[config.mk]
export PLATFORM = sky130hd
export DESIGN_NAME = dm_arbiter
export DESIGN_NICKNAME = d
export VERILOG_FILES = /design/src/rtl/dm_arb_pkg.sv /design/src/rtl/rr_arb2.sv /design/src/rtl/dm_arbiter.sv
export SDC_FILE = /design/constraint.sdc
export NUM_CORES = 1
export LEC_CHECK = 0
export BUFFER_PORTS_ARGS = -buffer_cell sky130_fd_sc_hd__clkbuf_2
export CAP_MARGIN = 20
export CORE_MARGIN = 5
export CORE_UTILIZATION = 43
export DETAILED_ROUTE_END_ITERATION = 6
export GPL_TIMING_DRIVEN = 0
export HOLD_SLACK_MARGIN = 0.02
export PLACE_DENSITY = 0.88
export SLEW_MARGIN = 10
export SYNTH_ARGS = -nofsm -noshare
export SYNTH_HDL_FRONTEND = slang
export SYNTH_HIERARCHICAL = 1
export SYNTH_SLANG_ARGS = --single-unit
[constraint.sdc]
create_clock -name clk -period 2 [get_ports clk]
set_clock_uncertainty 0.2 [all_clocks]
set_input_delay 0.5 -clock clk [delete_from_list [all_inputs] [get_ports clk]]
set_output_delay 0.5 -clock clk [all_outputs]
set_load 0.05 [all_outputs]
[src/rtl/dm_arb_pkg.sv]
// Shared encodings for the data-memory arbiter: DMType codes, FSM states and
// the alignment rule used when DM_ARB_ALIGN_CHECK_EN is defined.
package dm_arb_pkg;

   localparam logic [2:0] DM_WORD   = 3'b000;
   localparam logic [2:0] DM_HALF   = 3'b001;
   localparam logic [2:0] DM_HALF_U = 3'b010;
   localparam logic [2:0] DM_BYTE   = 3'b011;
   localparam logic [2:0] DM_BYTE_U = 3'b100;

   typedef enum logic [1:0] {
      ST_IDLE  = 2'd0,
      ST_ISSUE = 2'd1,
      ST_RESP  = 2'd2
   } state_e;

   // Halfwords need an even address, words a 4-byte aligned one.
   function automatic logic misaligned(input logic [2:0] dm_type, input logic [1:0] addr_lo);
      logic bad;
      bad = 1'b0;
      case (dm_type)
         DM_WORD:            bad = (addr_lo != 2'b00);
         DM_HALF, DM_HALF_U: bad = addr_lo[0];
         default:            bad = 1'b0;
      endcase
      return bad;
   endfunction

endpackage

[src/rtl/rr_arb2.sv]
// Two-way round-robin pick: a lone requester wins, a tie goes to the port
// that was not served last.
module rr_arb2 (
   input  logic [1:0] req,
   input  logic       last,
   output logic       win,
   output logic       any
);

   assign any = |req;
   assign win = (&req) ? ~last : req[1];

endmodule

[src/rtl/dm_arbiter.sv]
// Two-port arbiter and one-access-per-three-cycle sequencer in front of dm.
// Optional misalignment trap: define DM_ARB_ALIGN_CHECK_EN.
//
//   state    | meaning
//   ST_IDLE  | arbitrate; latch the winner's access when any port requests
//   ST_ISSUE | drive dm for one cycle, gnt to winner, capture dm_dout
//   ST_RESP  | rvalid (and err) to winner; never arbitrates
module dm_arbiter
   import dm_arb_pkg::*;
#(
   parameter int ADDR_W = 6,
   parameter int DATA_W = 32
) (
   input  logic              clk,
   input  logic              rst,
   input  logic              m0_req,
   input  logic              m0_we,
   input  logic [ADDR_W-1:0] m0_addr,
   input  logic [DATA_W-1:0] m0_wdata,
   input  logic [2:0]        m0_type,
   output logic              m0_gnt,
   output logic              m0_rvalid,
   output logic [DATA_W-1:0] m0_rdata,
   output logic              m0_err,
   input  logic              m1_req,
   input  logic              m1_we,
   input  logic [ADDR_W-1:0] m1_addr,
   input  logic [DATA_W-1:0] m1_wdata,
   input  logic [2:0]        m1_type,
   output logic              m1_gnt,
   output logic              m1_rvalid,
   output logic [DATA_W-1:0] m1_rdata,
   output logic              m1_err,
   output logic              dm_wr,
   output logic [ADDR_W-1:0] dm_addr,
   output logic [DATA_W-1:0] dm_din,
   output logic [2:0]        dm_type,
   input  logic [DATA_W-1:0] dm_dout
);

   state_e            state_q;
   logic              last_q;
   logic              port_q;
   logic              we_q;
   logic              err_q;
   logic [ADDR_W-1:0] addr_q;
   logic [DATA_W-1:0] wdata_q;
   logic [DATA_W-1:0] rdata_q;
   logic [2:0]        type_q;

   logic              win;
   logic              any;
   logic              we_d;
   logic [ADDR_W-1:0] addr_d;
   logic [DATA_W-1:0] wdata_d;
   logic [2:0]        type_d;
   logic              err_d;
   logic              issue;
   logic              resp;

   rr_arb2 u_rr_arb2 (
      .req  ({m1_req, m0_req}),
      .last (last_q),
      .win  (win),
      .any  (any)
   );

   always_comb begin
      we_d    = m0_we;
      addr_d  = m0_addr;
      wdata_d = m0_wdata;
      type_d  = m0_type;
      if (win) begin
         we_d    = m1_we;
         addr_d  = m1_addr;
         wdata_d = m1_wdata;
         type_d  = m1_type;
      end
   end

`ifdef DM_ARB_ALIGN_CHECK_EN
   assign err_d = misaligned(type_d, addr_d[1:0]);
`else
   assign err_d = 1'b0;
`endif

   always_ff @(posedge clk) begin
      if (rst) begin
         state_q <= ST_IDLE;
         last_q  <= 1'b1;
         port_q  <= 1'b0;
         we_q    <= 1'b0;
         err_q   <= 1'b0;
         addr_q  <= '0;
         wdata_q <= '0;
         rdata_q <= '0;
         type_q  <= DM_WORD;
      end else begin
         case (state_q)
            ST_IDLE: begin
               if (any) begin
                  port_q  <= win;
                  last_q  <= win;
                  we_q    <= we_d;
                  err_q   <= err_d;
                  addr_q  <= addr_d;
                  wdata_q <= wdata_d;
                  type_q  <= type_d;
                  state_q <= ST_ISSUE;
               end
            end
            ST_ISSUE: begin
               // A trapped access reports zero rather than whatever dm returns.
               rdata_q <= err_q ? '0 : dm_dout;
               state_q <= ST_RESP;
            end
            ST_RESP: state_q <= ST_IDLE;
            default: state_q <= ST_IDLE;
         endcase
      end
   end

   assign issue = (state_q == ST_ISSUE);
   assign resp  = (state_q == ST_RESP);

   assign m0_gnt    = issue & ~port_q;
   assign m1_gnt    = issue &  port_q;
   assign m0_rvalid = resp  & ~port_q;
   assign m1_rvalid = resp  &  port_q;
   assign m0_err    = resp  & ~port_q & err_q;
   assign m1_err    = resp  &  port_q & err_q;
   assign m0_rdata  = rdata_q;
   assign m1_rdata  = rdata_q;

   assign dm_wr   = issue & we_q & ~err_q;
   assign dm_addr = addr_q;
   assign dm_din  = wdata_q;
   assign dm_type = type_q;

endmodule

==> PnR_summary.wiki, run 1 <==
{| class="wikitable"
! Metric !! Value
|-
| Critical Setup Path Class || reg -> out
|-
| Width of the chip || about 100 µm
|-
| Clock root buffer || sky130_fd_sc_hd__clkbuf_8
|-
| Total negative setup slack || 0 ps
|-
| Wire length per cell after detailed routing || roughly 15 µm
|-
| F_max || between 0.5 and 0.6 GHz
|-
| Final Critical Period || around 2000 ps
|-
| Mapped Cells || between 300 and 400
|-
| Clock H-tree levels || 3
|-
| Final RePlAce weighted congestion || approximately 0.9
|-
| Part of the Yosys area used for sequential elements || 43.30%
|-
| Vias in the first global route || ~3400
|-
| Pre-antenna DRT Iters || 4
|-
| Maximum vdd drop || 408.8 µV
|-
| Drt initial violations || 56
|-
| Total of endpoints with negative setup slack in the final report || 0
|-
| Area growth, synth to finish || 43.89%
|-
| Post-detailed-placement cell area || a little under 5000 µm²
|-
| Flip-flop cell with the highest count after synthesis || sky130_fd_sc_hd__dfxtp_1
|-
| Post-route cell area || ~5200 µm²
|-
| Number of max-cap violations || 0
|-
| Total leakage power || roughly 2.6 nW
|-
| Post-route DRC || 0
|-
| Worst Path Arrival || about 1300 ps
|-
| Unrepaired setup endpoints after global routing || true
|-
| Clock transition at the registers of the reported paths || 80 ps
|-
| Die area || 10320 µm²
|-
| Share of synthesized registers carrying an async set or reset || 0%
|-
| Number of antenna violations at the first check in global routing || 0
|-
| Antenna fix cells || 0
|-
| Post-synthesis instance area || roughly 3600 µm²
|-
| I/O pin cnt || between 200 and 250
|-
| Register bit total from synthesis || about 80
|-
| Total count of max-transition violations in the final report || 0
|-
| Final Hold Fails || 0
|-
| Critical path launch point type || flip-flop
|-
| Required time at the endpoint of the critical path || between 1000 and 1500 ps
|-
| Type of element capturing the critical path || output port
|-
| Area share of the largest cell type after synthesis || a little over two fifths
|-
| Share of the cycle needed by the critical path after routing || between 90% and 100%
|-
| Number of synthesized flops with an enable pin || 0
|-
| GRT Total Usage || about a fifth
|-
| Number of fill cells in the layout || about 700
|-
| Reg-to-reg startpoint || last_q$_SDFFE_PP1P_
|-
| Library cells used by synthesis || 26
|-
| GRT Residual Overflow || 0
|-
| Quantity of I/O buffers inserted on ports || ~230
|-
| Die height || ~100 µm
|-
| Via total after detailed routing || 3307
|-
| First element of the critical path || state_q[1]$_SDFFE_PP0P_
|-
| Pin count of the biggest net entering global routing || 17
|-
| Initial Utilization || 44.11%
|-
| Core Area || between 8000 and 9000 µm²
|-
| Hold_sp || dm_dout[19]
|-
| Routed via count divided by cell count || roughly 4.8
|-
| TritonCTS clock tree || built
|-
| Critical-path maximum fanout || 16
|-
| Clock net sink count || 78
|-
| Ranking of synthesized cells by area || sky130_fd_sc_hd__dfxtp_1 (43%), sky130_fd_sc_hd__o2bb2ai_2 (15%), sky130_fd_sc_hd__mux2i_1 (12%), sky130_fd_sc_hd__buf_4 (7.3%), sky130_fd_sc_hd__nand2_1 (6.8%)
|-
| Number of standard-cell rows in the floorplan || 33
|-
| Average size of a mapped cell || about 11 µm²
|-
| Worst hold path class || in -> reg
|-
| Power per unit of standard cell area || between 800 and 900 nW/µm²
|-
| Post-route antenna net violation count || 0
|-
| Detailed Place HPWL || 8254 µm
|-
| Clock latency of the later-clocked register in the worst-skew pair || around 320 ps
|-
| Status || complete, no violations
|-
| Max Root-Sink Buffers || 2
|-
| Cell accounting for the most synthesized area || sky130_fd_sc_hd__dfxtp_1
|-
| Final Routed Wirelength || between 10000 and 15000 µm
|-
| Number of nets in the layout || roughly 700
|-
| Share of post-route cells with drive strength above 1 || 59.90%
|-
| Count of warnings emitted by yosys || 6
|-
| Num CTS Buffers || 9
|-
| Wire length of the first global-routing pass || about 16000 µm
|}
metal layers:
layer,wire [µm],GRT usage (%),vias to the layer above,share of wire (%)
met2,5191,35.81,161,51
met4,270,7.260,0,2.7
met3,1013,5.165,25,10
li1,-,-,1612,-
met5,0,0,-,0
met1,3614,20.29,1509,36
critical path, stage by stage, from the launching register on:
cell and delay [ps]:
sky130_fd_sc_hd__dfxtp_2 350, sky130_fd_sc_hd__nand2b_1 150, sky130_fd_sc_hd__buf_6 160, sky130_fd_sc_hd__nor2_4 110
sky130_fd_sc_hd__buf_8 160
area by class of cell:
class	instances	area [µm²]	share of cell area (%)
sequential	78	1565	30.17
timing repair buffer	229	1179	22.72
clock buffer	12	165.2	3.183
buffer	57	421.7	8.126
tap	105	131.4	2.532
multi-input combinational	201	1633	31.47
clock inverter	3	90.09	1.736
inverter	1	3.754	0.07234
power by group:
part / internal, mW / switching (mW)
registers: 1.69 / 0.103
logic: 0.447 / 0.959
clock network: 0.926 / 0.531
worst paths after layout:
| check | endpoint | slack [ps] | depth (start not counted) |
|---|---|---|---|
| worst max-delay path | m0_gnt | 40 | 4 |
| worst min-delay path | m0_rdata[19]$_SDFFE_PP0N_ | 180 | 3 |
| worst max register to register | dm_addr[1]$_SDFFE_PP0P_ | 260 | 5 |
| worst min register to register | m0_rdata[2]$_SDFFE_PP0N_ | 270 | 2 |
stage by stage:
step | power (mW) | setup WS, ps | cells | util, % | hold WS [ps]
4_1_cts | 4.699 | 7.260 | 686 | 63.28 | 162.1
3_3_place_gp | 3.194 | -119.8 | 673 | 59.81 | 247.3
5_1_grt | 4.856 | -21.89 | 686 | 63.47 | 173.2
3_5_place_dp | 3.228 | -138.6 | 673 | 59.81 | 250.7
2_1_floorplan | 2.853 | 19.84 | 340 | - | 238.8
6_report | 4.653 | 42.42 | 686 | 63.47 | 176.1
logic make-up (layout without fill, tap and decap cells):
family                 Yosys count  count (layout)  share of synthesized area, %
flip-flops                      78              78                         43.30
AO/OA/AOI/OAI                   78              78                         23.42
other                            1               2                        0.1040
AND/OR/NAND/NOR                 79              79                         9.473
multiplexers                    42              42                         11.66
buffers and inverters           61             302                         12.04
what timing repair did:
action,CTS,global route
setup endpoints to repair,3,4
pin swaps,0,0
buffers inserted,1,0
endpoints found under the hold margin,0,0
resized for setup,11,7
hold buffers,0,0
gates cloned,0,0
state kept, by name (all words and copies together), names as in the netlist:
name      flops
state_q       2
dm_addr       6
last_q        1
dm_din       32
we_q          1
port_q        1
m0_rdata     32
dm_type       3
cell usage in the layout, fill, tap and decap left out, drive strengths merged:
cell and n:
nor3b 2, or2 1, conb 2, nand2b 3, nand2 65, dfxtp 78
buf 58, and2 2, a21oi 33, bufinv 3, o21ai 2, and2b 1
a21boi 1, nor2 3, inv 1, mux2i 42, and3b 1, o2bb2ai 42
nand3b 1, clkbuf 240
synth_stat cells (all sizes together), types with 2 or more instances:
master and number:
a21oi 33, and2 2, buf 57, clkbuf 3, dfxtp 78, mux2i 42, nand2 65, nand2b 3
nor2 3, nor3b 2, o21ai 2, o2bb2ai 42
(Power assumes the default switching activity.)
==> run 2, diff against run 1 <==
--- a/config.mk
+++ b/config.mk
@@ -8,4 +8,5 @@
 export BUFFER_PORTS_ARGS = -buffer_cell sky130_fd_sc_hd__clkbuf_2
 export CAP_MARGIN = 20
+export CORE_ASPECT_RATIO = 1.1
 export CORE_MARGIN = 5
 export CORE_UTILIZATION = 43
==> constraint.sdc (replaced) <==
create_clock -name clk -period 2 [get_ports clk]
set_clock_uncertainty 0.2 [all_clocks]
set_input_delay 0.4 -clock clk [delete_from_list [all_inputs] [get_ports clk]]
set_output_delay 0.4 -clock clk [all_outputs]
set_load 0.05 [all_outputs]
==> run 2 against run 1 <==
Final cell count increased by 0.87%. Critical path depth unchanged. Sequential power about the same. Routed wire length increased by 1.5%. Cell area decreased by 1.1%. First-iteration DRC count increased by 48%. Total power decreased by 3.2%. Maximum frequency increased by 2.3%. Highest routed layer unchanged.
==> PnR_summary.wiki, run 2 (synthesized netlist as in run 1, its figures left out) <==
{| class="wikitable"
! Metric !! Value
|-
| Worst Path Arrival || 1310 ps
|-
| Max Root-Sink Buffers || 2
|-
| Unrepaired setup endpoints after global routing || false
|-
| Worst setup slack before clock tree synthesis || -20.31 ps
|-
| Leading cell type in the layout, fill and taps excluded || sky130_fd_sc_hd__clkbuf_2
|-
| Post-detailed-placement cell area || between 4000 and 5000 µm²
|-
| Area growth, synth to finish || 42.30%
|-
| Routed via count divided by cell count || 4.744
|-
| Final RePlAce weighted congestion || 0.8439
|-
| Required time at the endpoint of the critical path || between 1000 and 1500 ps
|-
| Type of element capturing the critical path || output port
|-
| Width of the chip || slightly below 100 µm
|-
| Worst Hold Path Cells || 3
|-
| Total negative setup slack || 0 ps
|-
| Number of antenna violations at the first check in global routing || 0
|-
| Post-route cell area || ~5100 µm²
|-
| Core Area || a little over 8000 µm²
|-
| Post-route antenna net violation count || 0
|-
| F_max || ~0.52 GHz
|-
| GRT Total Usage || 19.73%
|-
| Status || complete, no violations
|-
| Internal reg-to-reg setup slack || 240 ps
|-
| Drt initial violations || 83
|-
| Clock transition at the registers of the reported paths || 80 ps
|-
| Total leakage power || 2.560 nW
|-
| Pin count of the biggest net entering global routing || 17
|-
| Critical-path maximum fanout || 16
|-
| Pre-antenna DRT Iters || 4
|-
| Hold Crit Endpoint || m0_rdata[26]$_SDFFE_PP0N_
|-
| Wire length per cell after detailed routing || between 10 and 15 µm
|-
| Number of hold-repair buffers added at the cts stage || 0
|-
| Critical Setup Path Class || reg -> out
|-
| I/O pin cnt || 232
|-
| Initial Utilization || 43.57%
|-
| Share of the cycle needed by the critical path after routing || a little over nine tenths
|-
| Die height || 106.0 µm
|-
| Number of standard-cell rows in the floorplan || 35
|-
| Clock latency of the later-clocked register in the worst-skew pair || 330 ps
|-
| Critical path launch point type || flip-flop
|-
| Clock net sink count || 78
|-
| Final Routed Wirelength || 10240 µm
|-
| Power per unit of standard cell area || between 800 and 900 nW/µm²
|-
| Total count of max-transition violations in the final report || 0
|-
| Reg-to-reg startpoint || last_q$_SDFFE_PP1P_
|-
| Detailed Place HPWL || approximately 8500 µm
|-
| Quantity of I/O buffers inserted on ports || 228
|-
| Post-route DRC || 0
|-
| Number of max-cap violations || 0
|-
| Die area || between 10000 and 15000 µm²
|-
| PnR worst setup slack || roughly 86 ps
|-
| Final Hold Fails || 0
|-
| Antenna fix cells || 0
|-
| Num CTS Buffers || 9
|-
| Reg2Reg Depth || 5
|-
| Share of post-route cells with drive strength above 1 || slightly below 60%
|-
| Wire length of the first global-routing pass || between 15000 and 20000 µm
|-
| Number of fill cells in the layout || 710
|-
| Worst hold path class || in -> reg
|-
| GRT Residual Overflow || 0
|-
| Worst hold-check slack || 79.27 ps
|-
| Final Power || between 4 and 5 mW
|-
| TritonCTS clock tree || built
|-
| Footprint of the multi-input gates || between 1500 and 2000 µm²
|-
| Via total after detailed routing || 3283
|-
| Most frequent cells in the layout || sky130_fd_sc_hd__clkbuf_2 (225), sky130_fd_sc_hd__dfxtp_1 (76), sky130_fd_sc_hd__nand2_1 (65)
|-
| Total of endpoints with negative setup slack in the final report || 0
|-
| Clock H-tree levels || 3
|-
| Maximum vdd drop || about 550 µV
|-
| Hold_sp || dm_dout[26]
|-
| Final Critical Period || ~1900 ps
|-
| Number of nets in the layout || ~700
|-
| Storage element area || about 1600 µm²
|-
| End of the worst register-to-register path || dm_addr[5]$_SDFFE_PP0P_
|-
| Vias in the first global route || between 3000 and 4000
|-
| Clock root buffer || sky130_fd_sc_hd__clkbuf_8
|}
run 2: what timing repair did:
action	4_1_cts	5_1_grt
endpoints found under the setup margin	3	1
pin swaps	0	0
cloned	0	0
buffers inserted	1	0
resized for setup	7	2
run 2: area by class of cell:
type / instances / share of cell area, %
flip-flops and latches: 78 / 30.48
clock inverters: 4 / 1.366
clock buffers: 11 / 2.950
plain buffers: 57 / 8.144
multi-input cells: 201 / 31.63
well taps: 111 / 2.707
inverters: 1 / 0.07315
repair buffers: 229 / 22.65
run 2: worst max path at each step:
stage,from,slack (ps),end,cells after the start
final,state_q[1]$_SDFFE_PP0P_,90,m0_gnt,4
after global routing,state_q[1]$_SDFFE_PP0P_,10,m1_gnt,3
after CTS,state_q[1]$_SDFFE_PP0P_,20,m0_gnt,4
after detailed placement,state_q[0]$_SDFFE_PP0P_,-20,dm_wr,5
after global placement,state_q[0]$_SDFFE_PP0P_,0.3,dm_wr,5
after floorplan,state_q[0]$_SDFFE_PP0P_,120,dm_wr,4
run 2: power breakdown:
| part | switching [mW] | internal (mW) | leakage (nW) | total [mW] |
|---|---|---|---|---|
| Clock | 0.554 | 0.761 | 0.115 | 1.31 |
| Combinational | 0.959 | 0.442 | 1.80 | 1.40 |
| Sequential | 0.106 | 1.69 | 0.642 | 1.79 |
run 2: stage by stage:
step | cells | utilization, %
2_1_floorplan | 340 | -
3_3_place_gp | 679 | 59.17
3_5_place_dp | 679 | 59.17
4_1_cts | 692 | 61.97
5_1_grt | 692 | 62.00
6_report | 692 | 62.00
run 2: routing by layer:
metal | part of all wire, % | vias up | global-route usage (%)
met3 | 10 | 20 | 6.824
met1 | 36 | 1484 | 20.48
met2 | 52 | 163 | 36.79
met5 | 0 | - | 0
met4 | 2.1 | 0 | 6.924
li1 | - | 1616 | -
run 2: worst max-delay path: stages (launching register included):
cell and delay, ps:
sky130_fd_sc_hd__dfxtp_2 350, sky130_fd_sc_hd__nand2b_1 140, sky130_fd_sc_hd__buf_4 190, sky130_fd_sc_hd__nor2_2 110, sky130_fd_sc_hd__clkbuf_8 190
